===== config.mk =====
export PLATFORM = sky130hd
export DESIGN_NAME = mem_arbiter
export DESIGN_NICKNAME = d
export VERILOG_FILES = /design/src/rtl/mem_arbiter.sv
export SDC_FILE = /design/constraint.sdc
export NUM_CORES = 1
export LEC_CHECK = 0
export BUFFER_PORTS_ARGS = -buffer_cell sky130_fd_sc_hd__buf_2
export CORE_MARGIN = 2
export CORE_UTILIZATION = 42
export DETAILED_ROUTE_END_ITERATION = 10
export MAX_ROUTING_LAYER = met4
export PLACE_DENSITY = 0.75
export SLEW_MARGIN = 10
export SYNTH_ARGS = -nofsm -noshare
export SYNTH_HDL_FRONTEND = slang
export SYNTH_SLANG_ARGS = --single-unit

===== constraint.sdc =====
create_clock -name clk -period 3.9 [get_ports clk]
set_input_delay 0.195 -clock clk [delete_from_list [all_inputs] [get_ports clk]]
set_output_delay 0.195 -clock clk [all_outputs]
set_load 0.03 [all_outputs]

===== src/rtl/mem_arbiter.sv =====
// -----------------------------------------------------------------------------
// mem_arbiter
//
// Shares one 8-bit RAM port between the CPU (fetch/load/store) and the program
// loader/debug port. A winning request is latched, held on the RAM for
// WAIT_STATES+1 access cycles, then acknowledged with a one-cycle ack pulse.
//
// Handshake (both requesters): the requester raises req with we/addr/wdata and
// holds them stable until its ack pulses. The arbiter samples req only in IDLE.
// Once granted, the inputs are latched, so later changes (or req dropping) do
// not affect the transaction. A req still high during ACK is sampled again in
// the following IDLE cycle as a new request.
//
// Ports:
//   clk, reset                   clock, async active-high reset
//   cpu_req/we/addr/wdata        CPU request side
//   cpu_rdata, cpu_ack           CPU return side (rdata holds until next read)
//   ldr_req/we/addr/wdata        loader request side
//   ldr_rdata, ldr_ack           loader return side
//   ldr_hold                     blocks any new CPU grant while high
//   ram_addr, ram_wdata          latched address / write data to RAM
//   ram_rdata                    RAM read data
//   ram_ri, ram_ro               RAM write / read strobes (ACCESS only)
//   busy, owner                  transaction in flight / owner (0 CPU, 1 ldr)
//   dbg_state                    FSM state: 0 IDLE, 1 ACCESS, 2 ACK
// -----------------------------------------------------------------------------
module mem_arbiter #(
    parameter int unsigned WAIT_STATES = 1
) (
    input  logic       clk,
    input  logic       reset,
    input  logic       cpu_req,
    input  logic       cpu_we,
    input  logic [7:0] cpu_addr,
    input  logic [7:0] cpu_wdata,
    output logic [7:0] cpu_rdata,
    output logic       cpu_ack,
    input  logic       ldr_req,
    input  logic       ldr_we,
    input  logic [7:0] ldr_addr,
    input  logic [7:0] ldr_wdata,
    output logic [7:0] ldr_rdata,
    output logic       ldr_ack,
    input  logic       ldr_hold,
    output logic [7:0] ram_addr,
    output logic [7:0] ram_wdata,
    input  logic [7:0] ram_rdata,
    output logic       ram_ri,
    output logic       ram_ro,
    output logic       busy,
    output logic       owner,
    output logic [1:0] dbg_state
);

    typedef enum logic [1:0] {
        ST_IDLE   = 2'd0,
        ST_ACCESS = 2'd1,
        ST_ACK    = 2'd2
    } state_t;

    localparam logic [2:0] WAIT_INIT = 3'(WAIT_STATES);

    state_t     state;
    state_t     state_nx;
    logic [2:0] cnt;
    logic       we_q;
    logic       last_q;     // requester served last: 0 CPU, 1 loader
    logic       cpu_elig;
    logic       grant;
    logic       grant_ldr;
    logic       access_done;

    // Arbitration. On a tie the loader wins only if the CPU was served last;
    // last_q resets to loader so the CPU takes the first tie.
    always_comb begin
        cpu_elig    = cpu_req & ~ldr_hold;
        grant       = cpu_elig | ldr_req;
        grant_ldr   = ldr_req & (~cpu_elig | ~last_q);
        access_done = (state == ST_ACCESS) && (cnt == 3'd0);
    end

    // State register
    always_ff @(posedge clk or posedge reset) begin
        if (reset) begin
            state <= ST_IDLE;
        end else begin
            state <= state_nx;
        end
    end

    // Next-state logic
    always_comb begin
        state_nx = state;
        case (state)
            ST_IDLE:   if (grant) state_nx = ST_ACCESS;
            ST_ACCESS: if (cnt == 3'd0) state_nx = ST_ACK;
            ST_ACK:    state_nx = ST_IDLE;
            default:   state_nx = ST_IDLE;
        endcase
    end

    // Output decode. Strobes come straight from the state register and the
    // latched we, so they are glitch-free and fall as soon as reset hits.
    always_comb begin
        ram_ri    = (state == ST_ACCESS) &  we_q;
        ram_ro    = (state == ST_ACCESS) & ~we_q;
        dbg_state = state;
    end

    // Datapath: request latch, wait counter, read capture, acks, status.
    always_ff @(posedge clk or posedge reset) begin
        if (reset) begin
            cnt       <= 3'd0;
            we_q      <= 1'b0;
            last_q    <= 1'b1;
            ram_addr  <= 8'h00;
            ram_wdata <= 8'h00;
            owner     <= 1'b0;
            cpu_rdata <= 8'h00;
            ldr_rdata <= 8'h00;
            cpu_ack   <= 1'b0;
            ldr_ack   <= 1'b0;
            busy      <= 1'b0;
        end else begin
            busy    <= (state_nx != ST_IDLE);
            // Acks are registered so they land exactly in the ACK cycle.
            cpu_ack <= access_done & ~owner;
            ldr_ack <= access_done &  owner;

            case (state)
                ST_IDLE: begin
                    if (grant) begin
                        owner     <= grant_ldr;
                        we_q      <= grant_ldr ? ldr_we    : cpu_we;
                        ram_addr  <= grant_ldr ? ldr_addr  : cpu_addr;
                        ram_wdata <= grant_ldr ? ldr_wdata : cpu_wdata;
                        cnt       <= WAIT_INIT;
                    end
                end
                ST_ACCESS: begin
                    if (cnt == 3'd0) begin
                        // Capture on the final ACCESS edge, into the owner only.
                        if (!we_q) begin
                            if (owner) ldr_rdata <= ram_rdata;
                            else       cpu_rdata <= ram_rdata;
                        end
                    end else begin
                        cnt <= cnt - 3'd1;
                    end
                end
                ST_ACK: begin
                    last_q <= owner;
                end
                default: ;
            endcase
        end
    end

endmodule


[After elaboration in Yosys (flattened, before gate mapping)]
Cells that the tools add are included.
Storage, ports and cells
  word-level logic and storage cells: 48
  flip-flop bits (word level): 43
Operators by class
  add/sub/neg operators: 1
  multiplexer cells: 9
  eq/ne operators: 4
  bitwise logic cells: 13
  reduce and logical (&&, ||, !) cells: 9
Operators with widths (count)
  8-bit two-way mux: 2
  4-bit AND reduction: 2
  1-bit AND: 6
  3-bit two-way mux: 2
  3-bit one-hot mux with 2 select lines: 1
  1-bit inverter: 5
  2-bit two-way mux: 2
  2-bit != test (second input constant): 2
  2-bit one-hot mux with 2 select lines: 1
  2-bit nonzero test: 2
  3-bit zero test: 1
  3-bit AND reduction: 1
  3-bit by 1-bit subtractor with 3-bit output (second input constant): 1
  2-bit by 1-bit equality test with 1-bit output (second input constant): 1
  2-bit equality test (second input constant): 1
  2-bit zero test: 1
  1-bit bitwise OR: 2
  2-bit AND reduction: 1
  1-bit logical AND: 1
  1-bit two-way mux: 1

[Longest topological paths before layout]
Gate-level depths: netlist of run 1.
  depth after elaboration: 6
  gate-level depth with buffers: 7

[Worst setup path after synthesis of run 1]
No wires, ideal clock.
  path kind: flip-flop to flip-flop
  from: register state[0] (netlist: dbg_state[0])
  to: register ldr_rdata[0]
  setup slack: 2268 ps
  buffers on the path: 1
  cell stages (with the launch flop): 6
  data arrival time: 1507 ps
  clock period less this slack: 1632 ps
  data required time: 3775 ps
  cells stage by stage: dfrtp_1 > nor2b_4 > and3_4 > nor2b_4 > buf_6 > mux2_4
On the way
  cells in the longest elaborated chain, start to end: 2
RTL lines
  from (decl): RTL line 63  | state_t state;
  from (signal assigned): RTL line 87  | state <= state_nx;
  2-bit by 1-bit equality test with 1-bit output: RTL line 130  | case (state)
  4-bit AND reduction (no line)
  to (signal assigned): RTL line 144  | if (owner) ldr_rdata <= ram_rdata;
  to (decl): RTL line 42  | output logic [7:0] ldr_rdata,
No other way between the ends.
A chain may end at the register's enable or synchronous reset.

[Worst setup path in the final report of run 1]
  from: register cnt[0]
  to: register ldr_rdata[6]
On the way
  cells in the longest elaborated chain, start to end: 2
RTL lines
  from (decl): RTL line 65  | logic [2:0] cnt;
  from (signal assigned): RTL line 148  | cnt <= cnt - 3'd1;
  3-bit zero test: RTL line 141  | if (cnt == 3'd0) begin
  4-bit AND reduction (no line)
No other way between the ends.

==> results of run 1 <==
-- cell families (layout without fill, tap and decap cells) --
family | Yosys count | count (layout) | synth area share (%)
buffers and inverters | 13 | 100 | 3.48
and+or+nand+nor | 55 | 55 | 14.5
DFF | 43 | 43 | 57.6
AOI/OAI and AO/OA | 39 | 39 | 10.6
muxes | 18 | 18 | 12.5
adders and majority gates | 2 | 2 | 1.34
-- state kept, by name (all words and copies together), names as in the netlist --
| register | cells |
|---|---|
| cpu_rdata | 8 |
| ldr_rdata | 8 |
| ram_addr | 8 |
| ram_wdata | 8 |
| cnt | 3 |
| dbg_state | 2 |
| busy | 1 |
| cpu_ack | 1 |
| last_q | 1 |
| ldr_ack | 1 |
| owner | 1 |
| we_q | 1 |
-- power groups by stage --
stage / Sequential [mW] / Combinational [mW] / Clock (mW)
2_1_floorplan: 1.15 / 0.440 / 0
3_3_place_gp: 0.795 / 1.08 / 0
3_5_place_dp: 0.794 / 1.12 / 0
4_1_cts: 0.790 / 1.12 / 0.283
5_1_grt: 0.818 / 1.20 / 0.302
6_report: 0.790 / 1.11 / 0.276
-- path summary, 6_finish.rpt --
path	startpoint	endpoint	slack, ns	depth (start not counted)
worst max-delay path	cnt[0]$_DFFE_PP0P_	ldr_rdata[6]$_DFFE_PP0P_	2.14	6
worst min-delay path	reset	ram_wdata[3]$_DFFE_PP0P_	0.08	2
max in group asynchronous	reset	ldr_rdata[0]$_DFFE_PP0P_	3.24	2
worst max register to register	cnt[0]$_DFFE_PP0P_	ldr_rdata[6]$_DFFE_PP0P_	2.14	6
min in group clk	cpu_addr[7]	ram_addr[7]$_DFFE_PP0P_	0.12	3
worst min register to register	ldr_rdata[4]$_DFFE_PP0P_	ldr_rdata[4]$_DFFE_PP0P_	0.51	1
-- through the flow --
step           cell area, sq um  std cells  hold WS [ns]  total power, mW  utilization, %
2_1_floorplan              1870        170         0.324             1.59               -
3_3_place_gp               2330        301         0.425             1.88            53.8
3_5_place_dp               2330        301         0.439             1.91            53.8
4_1_cts                    2410        309         0.110             2.19            55.8
5_1_grt                    2410        309         0.122             2.32            55.8
6_report                   2410        309        0.0850             2.17            55.8
-- layer usage --
metal / up-vias / global-route usage, %
li1: 739 / -
met1: 726 / 24.5
met2: 69 / 27.8
met3: 6 / 5.13
met4: 0 / 5.03
met5: - / -
-- cells in the final DEF (no fill, tap or decap), types with 3 or more instances in the layout --
cell       n
o21ai_0    3
nor2_1    20
mux2_2    10
buf_2     86
inv_1      4
mux2_4     8
clkbuf_8   5
a21oi_1   34
dfrtp_1   42
nand2_1   21
-- cell type report --
cell class / instances / area (sq um) / area share, %
sequential: 43 / 1080 / 44.7
multi-input combinational: 114 / 727 / 30.2
timing repair buffer: 87 / 438 / 18.2
clock buffer: 6 / 72.6 / 3.01
tap: 52 / 65.1 / 2.70
inverter: 5 / 18.8 / 0.778
clock inverter: 2 / 12.5 / 0.519
==> results by group, run 1 <==
Clocking
  • Clock Latency Late Sink: 0.30 ns
  • Setup Buffers After CTS: 0
  • Sink Count: 43
  • TritonCTS clock tree: done
  • Hold buffers post-CTS: 0
  • H-tree depth: 2
  • Reg clk slew, reported paths: 0.08 ns
  • CTS root buffer: clkbuf_8
  • Resized cells post-CTS: 0
  • Clock tree buffer depth: 2
  • CTS Buf Count: 5

Synthesis
  • YS warnings: 0
  • Yosys top cell area share: 56.2%
  • Top cell type by total area after synthesis: dfrtp_1
  • Syn Area/Cell: 11.0 sq um
  • Cell Area, Synth: 1870 sq um
  • Post-synth EDFFs: 0
  • Ranking of synthesized cells by area: dfrtp_1 (56%), a21oi_1 (9.1%), mux2_4 (6.4%), mux2_2 (6.0%), nand2_1 (4.2%)
  • Syn_nets: 219
  • Share of the yosys chip area belonging to registers: 57.6%
  • Primary FF master, synth: dfrtp_1
  • Top cells by count, synth: dfrtp_1 (42), a21oi_1 (34), nand2_1 (21)
  • Count of state elements after synthesis: 43
  • Gate Count Post-Synth: 170
  • Yosys cell types: 24
  • Most common cell in the netlist: dfrtp_1
  • Async set-reset flop share out of synthesis: 100%

Drt
  • Met1 WL: 1.91 mm
  • Antenna Nets Post-Route: 0
  • WL/cell: 13.6 um
  • Via Count: 1540
  • Uppermost layer routed: met4
  • Number of remaining DRC errors: 0
  • Detail Route met3 WL: 322 um
  • Vias per cell: 4.98
  • DRT Pass-1 Iters: 4
  • Metal2 WL: 1.94 mm
  • 1st-iter DRT viols: 73
  • Routed wire length: 4.22 mm

Placed design
  • Input/output buffers: 86
  • Dpl ws: 2.14 ns
  • Final Wtd Congestion: 0.719
  • Post-DP HPWL: 3.08 mm

STA
  • Clock Skew: 0.0119 ns
  • Period minus WS final: 1.76 ns
  • RSZ-0062 raised after global routing: no
  • Final worst setup slack: 2.14 ns
  • Slew HR: 40.1%
  • Fmax: 569 MHz
  • Slew of the pin with the lowest slew margin: 0.897 ns
  • Hold Violations, Final: 0
  • Setup Viol. Count Final: 0
  • Final Max Tran Viols: 0
  • Final setup TNS: 0 ns
  • Final Cycle Share: 45.1%

Floorplanning
  • Chip Width: 70.7 um
  • I/O pin total: 87
  • Row cnt: 24
  • Effective utilization at floorplan: 43.2%
  • Die span in y: 70.7 um
  • Core box area: 4320 sq um
  • Die area: 5000 sq um

Global route
  • Number of global-route vias before repair: 1510
  • First-pass GRT wire length: 7.11 mm
  • Initial antenna violation count: 0
  • Total GRT Usage: 18.4%
  • Grt ovf: 0
  • Pin count of the biggest net entering global routing: 44

Power
  • Combinational fraction of design power: 50.9%
  • Switching power share of the total: 46.4%
  • P_leak: 1.22 nW
  • Internal: 1.16 mW
  • Switching Power: 1.01 mW
  • Pwr Density: 901 nW/um^2
  • Reg power frac: 36.4%
  • Clk network pwr share: 12.7%
  • VDD IR-drop max: 0.386 mV

Setup path
  • CP Capture Type: register
  • CP Launch Type: register
  • WP data required: 4.07 ns
  • Critical Path Max Stage Delay: 0.37 ns
  • CP max FO: 8
  • CP Class: reg -> reg
  • Largest delay contributor family on the critical path: simple AND/OR/NAND/NOR gates
  • Crit path DAT: 1.93 ns
  • CP Cell Sequence: inv_1 -> ha_1 -> ha_1 -> and3_4 -> nor2b_4 -> mux2_4
  • Critical-path top delay cell: dfrtp_1
  • Cell mode on critical path: ha_1
  • CP Buf/Inv Count: 1

Outcome
  • Outcome: complete, no violations

Final layout
  • Layout area overhead: 29.0%
  • Share of cells above drive strength 1: 46.3%
  • Layout Nets: 305
  • Layout filler cell count: 414
  • N_diodes: 0

Flow run
  • Max-cap viol count: 0

Min path
  • Worst hold path type: in -> async
Note: power is estimated with default switching activity, not from simulation.
==> inputs of run 2 (changes only) <==
==> constraint.sdc (replaced) <==
create_clock -name clk -period 1.7 [get_ports clk]
set_input_delay 0.085 -clock clk [delete_from_list [all_inputs] [get_ports clk]]
set_output_delay 0.085 -clock clk [all_outputs]
set_load 0.03 [all_outputs]
==> results by group, run 2 (synthesized netlist as in run 1, its figures left out) <==
Outcome
  • Outcome: complete, no violations

STA
  • Fmax: 602 MHz (+5.7%)
  • Clock Skew: 0.0108 ns (-0.00111 ns)
  • Slew HR: 56.9% (+17 points)
  • RSZ-0062 raised after global routing: yes
  • Final setup TNS: 0 ns (unchanged)
  • Final Max Tran Viols: 0 (unchanged)
  • Period minus WS final: 1.66 ns (-0.0954 ns)
  • Slew of the pin with the lowest slew margin: 0.647 ns (-0.250 ns)
  • Hold Violations, Final: 0 (unchanged)
  • Final Cycle Share: 97.8% (+53 points)
  • Setup Viol. Count Final: 0 (unchanged)

Placed design
  • Input/output buffers: 86 (unchanged)
  • Final Wtd Congestion: 0.733 (+2.0%)
  • Post-DP HPWL: 3.19 mm (+3.7%)
  • Dpl cells: 308 (+2.3%)

Floorplanning
  • Die area: 5000 sq um (unchanged)
  • Chip Width: 70.7 um (unchanged)
  • Die span in y: 70.7 um (unchanged)
  • I/O pin total: 87 (unchanged)
  • Core box area: 4320 sq um (unchanged)
  • Row cnt: 24 (unchanged)
  • Effective utilization at floorplan: 43.2% (unchanged)

Drt
  • Vias per cell: 4.97 (-0.31%)
  • Via Count: 1575 (+2.3%)
  • 1st-iter DRT viols: 79 (+8.2%)
  • WL/cell: 13.3 um (-2.5%)
  • Routed wire length: 4.21 mm (about the same)
  • Antenna Nets Post-Route: 0 (unchanged)
  • Number of remaining DRC errors: 0 (unchanged)
  • DRT Pass-1 Iters: 4 (unchanged)

Clocking
  • Sink Count: 43 (unchanged)
  • Clock Latency Late Sink: 0.29 ns (about the same)
  • Clock tree buffer depth: 2 (unchanged)
  • TritonCTS clock tree: done
  • H-tree depth: 2 (unchanged)
  • CTS root buffer: clkbuf_8
  • Reg clk slew, reported paths: 0.08 ns (about the same)
  • CTS Buf Count: 5 (unchanged)

Setup path
  • Crit path DAT: 1.83 ns (-0.10 ns)
  • CP Capture Type: register
  • CP Buf/Inv Count: 2 (+1)
  • CP Cell Sequence: inv_1 -> ha_2 -> ha_4 -> and3_4 -> nor2b_4 -> buf_12 -> mux2_4
  • CP Launch Type: register
  • WP data required: 1.87 ns (-2.20 ns)
  • Number of cells on the critical path: 7 (+1)
  • Critical Path Max Stage Delay: 0.38 ns (about the same)
  • R2R cell count: 7 (+1)
  • CP max FO: 8 (unchanged)
  • Critical-path top delay cell: dfrtp_1
  • CP Class: reg -> reg
  • Largest delay contributor family on the critical path: flip-flops

Power
  • Combinational fraction of design power: 51.1% (+0.2 points)
  • Switching Power: 2.31 mW (+130%)
  • Clk network pwr share: 13.8% (+1.1 points)
  • VDD IR-drop max: 1.12 mV (+190%)
  • Reg power frac: 35.2% (-1.2 points)
  • Internal: 2.83 mW (+140%)
  • P_leak: 1.28 nW (+4.6%)
  • Switching power share of the total: 45.0% (-1.5 points)
  • Pwr Density: 2020 nW/um^2 (+120%)

Global route
  • Initial antenna violation count: 0 (unchanged)
  • Grt ovf: 0 (unchanged)
  • Total GRT Usage: 19.0% (+0.61 points)
  • Number of global-route vias before repair: 1578 (+4.5%)
  • First-pass GRT wire length: 7.35 mm (+3.3%)
  • Pin count of the biggest net entering global routing: 25 (-43%)

Final layout
  • Most common cell after layout, fill and taps aside: buf_2
  • Share of cells above drive strength 1: 49.1% (+2.8 points)
  • Layout Nets: 313 (+2.6%)
  • Layout Cells excl Fill: 317 (+2.6%)
  • Commonest non-fill, non-tap cells in the layout: buf_2 (86), dfrtp_1 (42), a21oi_1 (34)
  • Layout filler cell count: 400 (-3.4%)
  • N_diodes: 0 (unchanged)
  • Layout area overhead: 36.1%

Min path
  • Number of stages on the worst hold path: 3
  • Worst hold path type: in -> reg

Flow run
  • Max-cap viol count: 0 (unchanged)
==> run 2: power by group through the flow <==
stage                     registers (mW)  clock network [mW]  logic [mW]
final                               1.81               0.708        2.63
after global routing                1.87               0.787        2.87
after CTS                           1.81               0.736        2.63
after detailed placement            1.82                   0        2.62
after global placement              1.82                   0        2.55
after floorplan                     2.63                   0        1.01
==> run 2: tightest hold or removal path, stage by stage <==
cell     delay, ns
buf_2         0.09
nand2_1       0.04
a21oi_1       0.05
==> run 2: path summary, 6_finish.rpt <==
kind                               startpoint                       end  slack, ns
max                        cnt[1]$_DFFE_PP0P_  ldr_rdata[6]$_DFFE_PP0P_       0.04
min                              cpu_wdata[6]  ram_wdata[6]$_DFFE_PP0P_       0.01
max reg2reg                cnt[1]$_DFFE_PP0P_  ldr_rdata[6]$_DFFE_PP0P_       0.04
min reg2reg                cnt[2]$_DFFE_PP0P_        cnt[2]$_DFFE_PP0P_       0.51
max in group asynchronous               reset        last_q$_DFFE_PP1N_       0.81
min in group asynchronous               reset  ram_wdata[3]$_DFFE_PP0P_       0.34
==> run 2: through the flow <==
step | cell area [sq um] | setup slack (ns) | utilization, % | hold WS (ns) | power [mW]
floorplan | 1870 | 0.0677 | - | 0.214 | 3.64
global placement | 2420 | 0.0805 | 55.9 | 0.110 | 4.38
detailed placement | 2420 | 0.0280 | 55.9 | 0.119 | 4.44
CTS | 2530 | 0.00765 | 58.5 | 0.00119 | 5.18
global route | 2540 | -0.0248 | 58.9 | 0.00482 | 5.53
finish | 2540 | 0.0379 | 58.9 | 0.0147 | 5.14
==> run 2: final cells by class <==
cell class | instances | area [sq um] | share of cell area, %
multi-input cells | 114 | 742 | 29.2
clock inverters | 1 | 7.51 | 0.295
well taps | 52 | 65.1 | 2.56
repair buffers | 95 | 538 | 21.1
clock buffers | 7 | 96.3 | 3.79
inverters | 5 | 18.8 | 0.737
flip-flops and latches | 43 | 1080 | 42.3
==> run 2: metal layers <==
| layer | up-vias | global-route usage, % | part of all wire [%] |
|---|---|---|---|
| met3 | 2 | 5.84 | 7.4 |
| met2 | 65 | 29.4 | 49 |
| met1 | 753 | 24.5 | 43 |
| li1 | 755 | - | - |
| met4 | 0 | 5.03 | 0.50 |
| met5 | - | - | 0 |
==> run 2: what timing repair did <==
action	4_1_cts	5_1_grt
endpoints found under the setup margin	0	8
hold buffers	1	0
buffers inserted	0	0
hold endpoints to repair	19	0
resized for setup	0	4
